File: config.mk
export PLATFORM = sky130hd
export DESIGN_NAME = exp_sweep_driver
export DESIGN_NICKNAME = d
export VERILOG_FILES = /design/src/rtl/exp_pkg.sv /design/src/rtl/exp_result_capture.sv /design/src/rtl/exp_sweep_driver.sv
export SDC_FILE = /design/constraint.sdc
export NUM_CORES = 1
export LEC_CHECK = 0
export CORE_ASPECT_RATIO = 0.75
export CORE_MARGIN = 4
export CORE_UTILIZATION = 40
export CTS_BUF_LIST = sky130_fd_sc_hd__clkbuf_4 sky130_fd_sc_hd__clkbuf_8 sky130_fd_sc_hd__clkbuf_16
export DETAILED_ROUTE_END_ITERATION = 10
export PLACE_DENSITY = 0.67
export RECOVER_POWER = 25
export SLEW_MARGIN = 10
export SYNTH_ARGS = -nofsm -noshare
export SYNTH_HDL_FRONTEND = slang
export SYNTH_SLANG_ARGS = --single-unit
File: constraint.sdc
create_clock -name clk -period 5.6 [get_ports clk]
set_input_delay 0.56 -clock clk [delete_from_list [all_inputs] [get_ports clk]]
set_output_delay 0.56 -clock clk [all_outputs]
set_load 0.02 [all_outputs]
File: src/rtl/exp_pkg.sv
// rtl/exp_pkg.sv - shared state encoding and default sizes for the exponent sweep driver
package exp_pkg;

   localparam int N_WIDTH_DEF = 8;
   localparam int R_WIDTH_DEF = 16;
   localparam int TIMEOUT_DEF = 1023;

   typedef logic [2:0] state_t;

   localparam state_t S_IDLE    = 3'd0;
   localparam state_t S_ISSUE   = 3'd1;
   localparam state_t S_WAIT    = 3'd2;
   localparam state_t S_CHECK   = 3'd3;
   localparam state_t S_RELEASE = 3'd4;
   localparam state_t S_DONE    = 3'd5;
   localparam state_t S_ERROR   = 3'd6;

endpackage

File: src/rtl/exp_result_capture.sv
// rtl/exp_result_capture.sv - first-done capture of one unit's result
// EXP_SWEEP_CYCLE_COUNT_EN adds a saturating request-latency counter.
module exp_result_capture
   import exp_pkg::*;
#(
   parameter int R_WIDTH = R_WIDTH_DEF
) (
   input  logic               clk,
   input  logic               rst,
   input  logic               clear,
   input  logic               arm,
   input  logic               count,
   input  logic               latch,
   input  logic               done,
   input  logic [R_WIDTH-1:0] res,
   output logic               captured,
   output logic               captured_next,
   output logic [R_WIDTH-1:0] result,
   output logic [15:0]        cyc
);

   logic take;

   // Only the first done of a request is taken; later highs are ignored.
   assign take          = arm && done && !captured;
   assign captured_next = captured || take;

   always_ff @(posedge clk or posedge rst) begin
      if (rst) begin
         captured <= 1'b0;
         result   <= '0;
      end else if (clear) begin
         captured <= 1'b0;
      end else if (take) begin
         captured <= 1'b1;
         result   <= res;
      end
   end

`ifdef EXP_SWEEP_CYCLE_COUNT_EN
   logic [15:0] cnt;

   // The issue cycle counts as 1; every wait cycle up to and including capture adds one.
   always_ff @(posedge clk or posedge rst) begin
      if (rst) begin
         cnt <= 16'd0;
         cyc <= 16'd0;
      end else begin
         if (clear) begin
            cnt <= 16'd1;
         end else if (count && !captured && cnt != 16'hFFFF) begin
            cnt <= cnt + 16'd1;
         end
         if (latch) begin
            cyc <= cnt;
         end
      end
   end
`else
   logic unused_count;
   assign unused_count = &{1'b0, count, latch};
   assign cyc          = 16'd0;
`endif

endmodule

File: src/rtl/exp_sweep_driver.sv
// rtl/exp_sweep_driver.sv - sweeps exponents 0..n_last through two exponent units and compares results
// EXP_SWEEP_CYCLE_COUNT_EN enables per-unit latency reporting on cyc_normal_o/cyc_opt_o.
module exp_sweep_driver
   import exp_pkg::*;
#(
   parameter int N_WIDTH = N_WIDTH_DEF,
   parameter int R_WIDTH = R_WIDTH_DEF,
   parameter int TIMEOUT = TIMEOUT_DEF
) (
   input  logic               clk,
   input  logic               rst,
   input  logic               start_i,
   input  logic [N_WIDTH-1:0] a_i,
   input  logic [N_WIDTH-1:0] n_last_i,
   output logic               go_o,
   output logic [N_WIDTH-1:0] a_o,
   output logic [N_WIDTH-1:0] n_o,
   input  logic [R_WIDTH-1:0] res_normal_i,
   input  logic [R_WIDTH-1:0] res_opt_i,
   input  logic               done_normal_i,
   input  logic               done_opt_i,
   output logic [R_WIDTH-1:0] result_o,
   output logic [N_WIDTH-1:0] n_cur_o,
   output logic               valid_o,
   output logic               mismatch_o,
   output logic               timeout_o,
   output logic               busy_o,
   output logic               finished_o,
   output logic [15:0]        cyc_normal_o,
   output logic [15:0]        cyc_opt_o
);

   localparam int TW = $clog2(TIMEOUT + 1);

   state_t             state;
   logic [N_WIDTH-1:0] n_last_q;
   logic [TW-1:0]      tmo_cnt;
   logic               tmo_hit;
   logic               dones_low;
   logic               in_issue;
   logic               in_wait;
   logic               in_check;
   logic               cap_normal;
   logic               cap_opt;
   logic               cap_normal_next;
   logic               cap_opt_next;
   logic [R_WIDTH-1:0] res_normal_q;
   logic [R_WIDTH-1:0] res_opt_q;

   assign in_issue  = (state == S_ISSUE);
   assign in_wait   = (state == S_WAIT);
   assign in_check  = (state == S_CHECK);
   assign tmo_hit   = (tmo_cnt == TW'(TIMEOUT - 1));
   assign dones_low = !done_normal_i && !done_opt_i;

   // Decoded from the state register so reset drops go_o without waiting for a clock.
   assign go_o   = in_issue || in_wait;
   assign busy_o = in_issue || in_wait || in_check || (state == S_RELEASE);

   exp_result_capture #(.R_WIDTH(R_WIDTH)) u_cap_normal (
      .clk           (clk),
      .rst           (rst),
      .clear         (in_issue),
      .arm           (in_wait),
      .count         (in_wait),
      .latch         (in_check),
      .done          (done_normal_i),
      .res           (res_normal_i),
      .captured      (cap_normal),
      .captured_next (cap_normal_next),
      .result        (res_normal_q),
      .cyc           (cyc_normal_o)
   );

   exp_result_capture #(.R_WIDTH(R_WIDTH)) u_cap_opt (
      .clk           (clk),
      .rst           (rst),
      .clear         (in_issue),
      .arm           (in_wait),
      .count         (in_wait),
      .latch         (in_check),
      .done          (done_opt_i),
      .res           (res_opt_i),
      .captured      (cap_opt),
      .captured_next (cap_opt_next),
      .result        (res_opt_q),
      .cyc           (cyc_opt_o)
   );

   always_ff @(posedge clk or posedge rst) begin
      if (rst) begin
         state      <= S_IDLE;
         a_o        <= '0;
         n_o        <= '0;
         n_last_q   <= '0;
         tmo_cnt    <= '0;
         result_o   <= '0;
         n_cur_o    <= '0;
         valid_o    <= 1'b0;
         mismatch_o <= 1'b0;
         timeout_o  <= 1'b0;
         finished_o <= 1'b0;
      end else begin
         valid_o <= 1'b0;
         case (state)
            S_IDLE, S_DONE, S_ERROR: begin
               if (start_i) begin
                  a_o        <= a_i;
                  n_last_q   <= n_last_i;
                  n_o        <= '0;
                  mismatch_o <= 1'b0;
                  timeout_o  <= 1'b0;
                  finished_o <= 1'b0;
                  state      <= S_ISSUE;
               end
            end
            S_ISSUE: begin
               tmo_cnt <= '0;
               state   <= S_WAIT;
            end
            S_WAIT: begin
               // Leave as soon as both results are in, including a same-cycle final capture.
               if (cap_normal_next && cap_opt_next) begin
                  state <= S_CHECK;
               end else if (tmo_hit) begin
                  timeout_o <= 1'b1;
                  state     <= S_ERROR;
               end else begin
                  tmo_cnt <= tmo_cnt + 1'b1;
               end
            end
            S_CHECK: begin
               result_o <= res_normal_q;
               n_cur_o  <= n_o;
               valid_o  <= 1'b1;
               if (res_normal_q != res_opt_q) begin
                  mismatch_o <= 1'b1;
               end
               tmo_cnt <= '0;
               state   <= S_RELEASE;
            end
            S_RELEASE: begin
               if (dones_low) begin
                  if (n_o == n_last_q) begin
                     finished_o <= 1'b1;
                     state      <= S_DONE;
                  end else begin
                     n_o   <= n_o + 1'b1;
                     state <= S_ISSUE;
                  end
               end else if (tmo_hit) begin
                  timeout_o <= 1'b1;
                  state     <= S_ERROR;
               end else begin
                  tmo_cnt <= tmo_cnt + 1'b1;
               end
            end
            default: state <= S_IDLE;
         endcase
      end
   end

   logic unused_caps;
   assign unused_caps = &{1'b0, cap_normal, cap_opt};

endmodule
==> summary.md, run 1 <==
| Metric | Value |
|---|---|
| Status | `finished with violations` |
| Failing checks | `max-capacitance violations, max-slew violations` |
| DRT iter0 DRCs | `190` |
| DP Cell Count | `655` |
| FP Rows | `34` |
| Final instance area | `6260 um2` |
| Setup tns final | `0 ns` |
| Vias | `3451` |
| Vias in the first global route | `approximately 3500` |
| Clock share of power | `0.214` |
| Max Slew Vio Count | `38` |
| Clock root cell | `clkbuf_16` |
| First-pass GRT wire length | `~18000 um` |
| Post-DRT Antenna Nets | `0` |
| Synthesized instance count | `413` |
| Clock tree buffer depth | `2` |
| Final hold slack | `around 0.50 ns` |
| Sw Pwr | `around 1100 uW` |
| Worst path arrival time | `around 3.3 ns` |
| Worst Hold Depth | `1` |
| R2R Setup Slk | `2.52 ns` |
| Count of cell types in the netlist | `between 50 and 60` |
| All-layer global routing usage | `0.159` |
| DRC | `0` |
| Final Hold Viols | `0` |
| Worst r2r path cells | `4` |
| FF+latch count, synth | `99` |
| DP HPWL | `7900 um` |
| Area fraction of the dominant cell type after synthesis | `0.501` |
| DR WL/cell | `16.2 um` |
| H-tree Lvls | `3` |
| Post-Place Cell Area | `5920 um2` |
| Port bufs | `a little under 100` |
| Crit path capture type | `flip-flop` |
| Clk_skew | `0.00520 ns` |
| Fraction of layout cells with a size suffix above 1 | `0.204` |
| CP Class | `reg2reg` |
| Int Power | `2080 uW` |
| Setup Viol. Count Final | `0` |
| FMAX | `325 MHz` |
| CP max FO | `17` |
| Worst vdd ir | `0.189 mV` |
| Max cap viols | `1` |
| Die area | `14200 um2` |
| Vias per std cell | `5.14` |
| Critical Path RT | `5.83 ns` |
| Clock slew seen by the registers of the worst setup and hold paths | `0.07 ns` |
| Gate power share | `0.403` |
| Hold_sp | `n_cur_o[7]$_DFFE_PP0P_` |
| Nets | `560` |
| Initial antenna violation count | `0` |
| Seq. cell area | `2480 um2` |
| Post-synth top flop | `dfrtp_1` |
| Fin crit share | `0.550` |
| Multi-input gate area | `2200 um2` |
| Seq/Total Area, Yosys | `0.501` |
| R2r startpoint | `state[0]$_DFFE_PP0P_` |
| Die height | `104 um` |
| GPL Wtd Cong | `0.881` |
| Clk sinks | `99` |
| Startpoint Class | `flip-flop` |
| Largest net degree at the start of global routing | `64` |
| Flop pwr share | `0.383` |
| Post-Layout Cell Count | `671` |
| Starting Density | `0.419` |
| # diodes | `0` |
| Setup Fix Bufs, Post-CTS | `0` |
| Slew HR | `-0.0872` |
| Switch share | `0.355` |
| Final WS setup | `2.52 ns` |
| Netlist Area Pre-Place | `roughly 5000 um2` |
| Worst Hold Endpoint | `n_cur_o[7]$_DFFE_PP0P_` |
| Worst r2r dst | `n_last_q[6]$_DFFE_PP0P_` |
| DP Worst Slack | `2.61 ns` |
| Grt total ovfl | `0` |
| Drt total wl | `10900 um` |
| Syn avg cell area | `12.0 um2` |
| Cts bufs inserted | `9` |
| Worst hold path class | `reg2reg` |
| CTS tree | `yes` |
| Cell Pwr Density | `515 nW/um2` |
| Worst Tran Pin Value | `1.62 ns` |
| Latest clock arrival within the worst-skew pair | `between 0.3 and 0.4 ns` |
| Die X-Extent | `around 140 um` |
| Final Critical Period | `3.08 ns` |
| Synth Warn # | `0` |
| Post-synth EDFFs | `0` |
| Hold_buf cts | `0` |
| Area added between synthesis and finish | `26.4%` |
| I/O pin cnt | `approximately 130` |
| Core Area | `11800 um2` |
| Area leader, netlist | `dfrtp_1` |
| Leak pwr | `0.00263 uW` |
| # resized after CTS | `0` |
| Synth area leaders | `dfrtp_1 (50%), mux2_2 (16%), buf_4 (5.6%)` |
| Pre-Repair DR Iteration Count | `4` |
| Unrepaired setup endpoints after global routing | `no` |
| Async SR Flop Fraction | `1.00` |
| Layout filler cell count | `1012` |
==> registers in the layout, indices dropped and copies added (netlist names), 3 cells and up <==
register	cells
result_o	16
n_last_q	8
u_cap_normal.result	16
a_o	8
state	3
n_cur_o	8
u_cap_opt.result	16
n_o	8
tmo_cnt	10
==> Yosys cell counts (2+ instances only) <==
cell,count
a211o_1,2
a21oi_1,14
a31oi_1,3
and4_1,5
buf_2,5
buf_4,37
buf_6,2
clkbuf_1,8
dfrtp_1,99
ha_1,3
inv_1,8
mux2_2,71
mux2i_1,9
nand2_1,14
nand3_1,13
nand4_1,6
nor2_1,8
nor2b_1,3
nor3_1,4
nor4_1,3
nor4b_4,2
o211ai_1,4
o21ai_0,20
o21bai_1,2
o22ai_1,2
o31ai_1,6
or2_2,4
or3_1,2
or4_1,5
xnor2_1,26
==> final cells by class <==
| class | instances | share of cell area |
|---|---|---|
| clock buffers | 11 | 0.0404 |
| clock inverters | 5 | 0.0134 |
| inverters | 8 | 0.00500 |
| multi-input cells | 284 | 0.351 |
| flip-flops and latches | 99 | 0.396 |
| well taps | 162 | 0.0324 |
| repair buffers | 102 | 0.162 |
==> metal layers <==
layer / global-route usage / wire, um
met5: 0 / 0
met1: 0.226 / 5050
met4: 0.0388 / 100
met3: 0.0450 / 689
met2: 0.241 / 5050
==> per-stage QoR <==
| step | util | power (uW) |
|---|---|---|
| 6_report | 0.529 | 3220 |
| 5_1_grt | 0.529 | 3420 |
| 4_1_cts | 0.529 | 3290 |
| 3_5_place_dp | 0.501 | 2590 |
| 3_3_place_gp | 0.501 | 2540 |
| 2_1_floorplan | - | 2170 |
==> worst max-delay path by stage <==
stage                                     from                      end  cells after the start  slack, ns
after floorplan                            rst       a_o[0]$_DFFE_PP0P_                      1       2.45
after global placement    state[0]$_DFFE_PP0P_  n_last_q[2]$_DFFE_PP0P_                      4       2.75
after detailed placement  state[0]$_DFFE_PP0P_  n_last_q[4]$_DFFE_PP0P_                      4       2.61
after CTS                 state[0]$_DFFE_PP0P_  n_last_q[6]$_DFFE_PP0P_                      4       2.59
after global routing      state[0]$_DFFE_PP0P_  n_last_q[4]$_DFFE_PP0P_                      4       2.35
final                     state[0]$_DFFE_PP0P_  n_last_q[6]$_DFFE_PP0P_                      4       2.52
==> cells by family after synthesis <==
kind of cell | share of synthesized area
other cells | 0.000758
mux | 0.182
buf+inv | 0.0789
simple gates | 0.0961
xor+xnor | 0.0478
compound gates | 0.0865
flops | 0.501
fa+ha+maj | 0.00758
==> power groups by stage <==
stage	registers (uW)	clock network, uW	logic, uW
final	1240	689	1300
after global routing	1280	725	1410
after CTS	1240	703	1340
after detailed placement	1250	0	1330
after global placement	1240	0	1310
after floorplan	1290	0	882
==> cell usage in the layout, fill, tap and decap left out, types with 8 or more instances in the layout <==
cell | synthesis | routed
nand3_1 | 13 | 13
conb_1 | 1 | 32
xnor2_1 | 26 | 26
clkdlybuf4s50_1 | 0 | 74
nor2_1 | 8 | 8
nand2_1 | 14 | 14
a21oi_1 | 14 | 14
mux2_2 | 71 | 71
dfrtp_1 | 99 | 99
o21ai_0 | 20 | 20
clkbuf_16 | 0 | 9
mux2i_1 | 9 | 9
dlygate4sd3_1 | 0 | 24
==> critical path: stages (launching register included) <==
cell and delay [ns]:
dfrtp_1 0.76, inv_1 0.24, mux2i_1 0.80, nand2b_1 0.73
mux2_2 0.42
Note: power is estimated with default switching activity, not from simulation.
==> run 2, diff against run 1 <==
--- a/config.mk
+++ b/config.mk
@@ -10,7 +10,7 @@
 export CORE_UTILIZATION = 40
 export CTS_BUF_LIST = sky130_fd_sc_hd__clkbuf_4 sky130_fd_sc_hd__clkbuf_8 sky130_fd_sc_hd__clkbuf_16
 export DETAILED_ROUTE_END_ITERATION = 10
-export PLACE_DENSITY = 0.67
+export PLACE_DENSITY = 0.7
 export RECOVER_POWER = 25
 export SLEW_MARGIN = 10
 export SYNTH_ARGS = -nofsm -noshare
==> constraint.sdc (replaced) <==
create_clock -name clk -period 2.6 [get_ports clk]
set_input_delay 0.26 -clock clk [delete_from_list [all_inputs] [get_ports clk]]
set_output_delay 0.26 -clock clk [all_outputs]
set_load 0.02 [all_outputs]
==> summary.md, run 2 (synthesis results as in run 1) <==
| Metric | Value |
|---|---|
| Vias per std cell | `5.10` |
| FMAX | `437 MHz` |
| Worst r2r path cells | `5` |
| R2r startpoint | `state[0]$_DFFE_PP0P_` |
| Worst Hold Depth | `1` |
| Worst Tran Pin Value | `~1.4 ns` |
| Setup tns final | `0 ns` |
| Post-Layout Cell Count | `679` |
| Worst path arrival time | `2.03 ns` |
| Hold_buf cts | `0` |
| Worst hold path class | `reg2reg` |
| DP Cell Count | `~660` |
| Starting Density | `0.419` |
| H-tree Lvls | `3` |
| # resized after CTS | `0` |
| Clk_skew | `0.00882 ns` |
| Final Critical Period | `2.29 ns` |
| Latest clock arrival within the worst-skew pair | `between 0.3 and 0.4 ns` |
| Nets | `568` |
| Grt total ovfl | `0` |
| Critical Path RT | `2.34 ns` |
| Cell Pwr Density | `between 1000 and 1500 nW/um2` |
| DP HPWL | `7980 um` |
| # diodes | `0` |
| Initial antenna violation count | `0` |
| Port bufs | `98` |
| Pre-Repair DR Iteration Count | `4` |
| CTS tree | `yes` |
| Clock tree buffer depth | `2` |
| Unrepaired setup endpoints after global routing | `no` |
| Layout filler cell count | `between 1000 and 1500` |
| Clock slew seen by the registers of the worst setup and hold paths | `0.07 ns` |
| Setup Fix Bufs, Post-CTS | `0` |
| Clock root cell | `clkbuf_16` |
| DR WL/cell | `roughly 16 um` |
| Cts bufs inserted | `9` |
| Die height | `around 100 um` |
| Slew HR | `0.0866` |
| R2R Setup Slk | `0.46 ns` |
| Leak pwr | `0.00264 uW` |
| Commonest non-fill, non-tap cell in the layout | `dfrtp_1` |
| I/O pin cnt | `131` |
| Vias | `3465` |
| PnR Total Power | `between 6000 and 7000 uW` |
| Worst Hold Endpoint | `a_o[1]$_DFFE_PP0P_` |
| Max Slew Vio Count | `0` |
| Vias in the first global route | `3574` |
| CP Class | `reg2out` |
| Clk sinks | `99` |
| Drt total wl | `11100 um` |
| GPL Wtd Cong | `0.884` |
| CP max FO | `17` |
| Max cap viols | `0` |
| Largest regs | `result_o: 16 flops, u_cap_normal.result: 16 flops, u_cap_opt.result: 16 flops` |
| Die X-Extent | `136 um` |
| Hold_sp | `a_o[1]$_DFFE_PP0P_` |
| DRT iter0 DRCs | `253` |
| Final Hold Viols | `0` |
| Setup Viol. Count Final | `0` |
| Startpoint Class | `flip-flop` |
| All-layer global routing usage | `0.163` |
| FP Rows | `34` |
| Fin crit share | `0.880` |
| Most frequent cells in the layout | `dfrtp_1 (99), clkdlybuf4s50_1 (97), mux2_2 (71)` |
| Crit path capture type | `output pin` |
| Worst vdd ir | `roughly 0.57 mV` |
| Worst r2r dst | `a_o[7]$_DFFE_PP0P_` |
| Fraction of layout cells with a size suffix above 1 | `0.217` |
| First-pass GRT wire length | `18400 um` |
| Post-DRT Antenna Nets | `0` |
| Die area | `14200 um2` |
| Area added between synthesis and finish | `27.2%` |
| Core Area | `11800 um2` |
| Status | `finished clean` |
| DRC | `0` |
| Largest net degree at the start of global routing | `100` |
## run 2: cell types whose count changed in the layout (fill, tap and decap cells not counted), sizes merged
cell	change
dlygate4sd3	-23
clkinvlp	-2
inv	+1
clkinv	+4
clkbuf	-1
clkdlybuf4s50	+23
bufinv	-1
buf	+7
## run 2: per-layer routing
| metal | global-route usage | vias up | part of all wire |
|---|---|---|---|
| met5 | 0 | - | 0 |
| met4 | 0.0518 | 0 | 0.018 |
| met3 | 0.0464 | 19 | 0.058 |
| met2 | 0.254 | 95 | 0.48 |
| met1 | 0.219 | 1731 | 0.45 |
| li1 | - | 1620 | - |
## run 2: worst max path at each step
stage / start / end / slack, ns / cells after the start
after floorplan: state[0]$_DFFE_PP0P_ / a_o[0]$_DFFE_PP0P_ / 0.80 / 7
after global placement: done_opt_i / tmo_cnt[9]$_DFFE_PP0P_ / 0.53 / 6
after detailed placement: done_normal_i / tmo_cnt[4]$_DFFE_PP0P_ / 0.42 / 6
after CTS: state[0]$_DFFE_PP0P_ / busy_o / 0.29 / 3
after global routing: state[0]$_DFFE_PP0P_ / busy_o / 0.22 / 3
final: state[0]$_DFFE_PP0P_ / busy_o / 0.31 / 3
## run 2: through the flow
stage	setup WS [ns]	hold slack, ns	cell area, um2	util
floorplan	0.804	0.395	5070	-
global placement	0.529	0.489	6000	0.507
detailed placement	0.425	0.492	6000	0.507
CTS	0.290	0.456	6310	0.533
global route	0.216	0.508	6290	0.532
finish	0.312	0.503	6290	0.532
## run 2: worst max-delay path: stages, from the launching register on
cell	delay, ns
dfrtp_1	0.76
nor2_1	0.13
xnor2_1	0.16
clkdlybuf4s50_1	0.64
## run 2: area by class of cell
cell class / instances / area (um2) / share of cell area
timing repair buffer: 110 / 1070 / 0.170
inverter: 8 / 33.8 / 0.00537
clock inverter: 7 / 86.3 / 0.0137
multi-input combinational: 284 / 2200 / 0.349
clock buffer: 9 / 225 / 0.0358
tap: 162 / 203 / 0.0322
sequential: 99 / 2480 / 0.394
## run 2: report_power, final
group          switching (uW)  internal, uW  total, uW
Sequential                530          2130       2660
Combinational            1360          1570       2930
Clock                     616           763       1380
Total                    2510          4460       6970
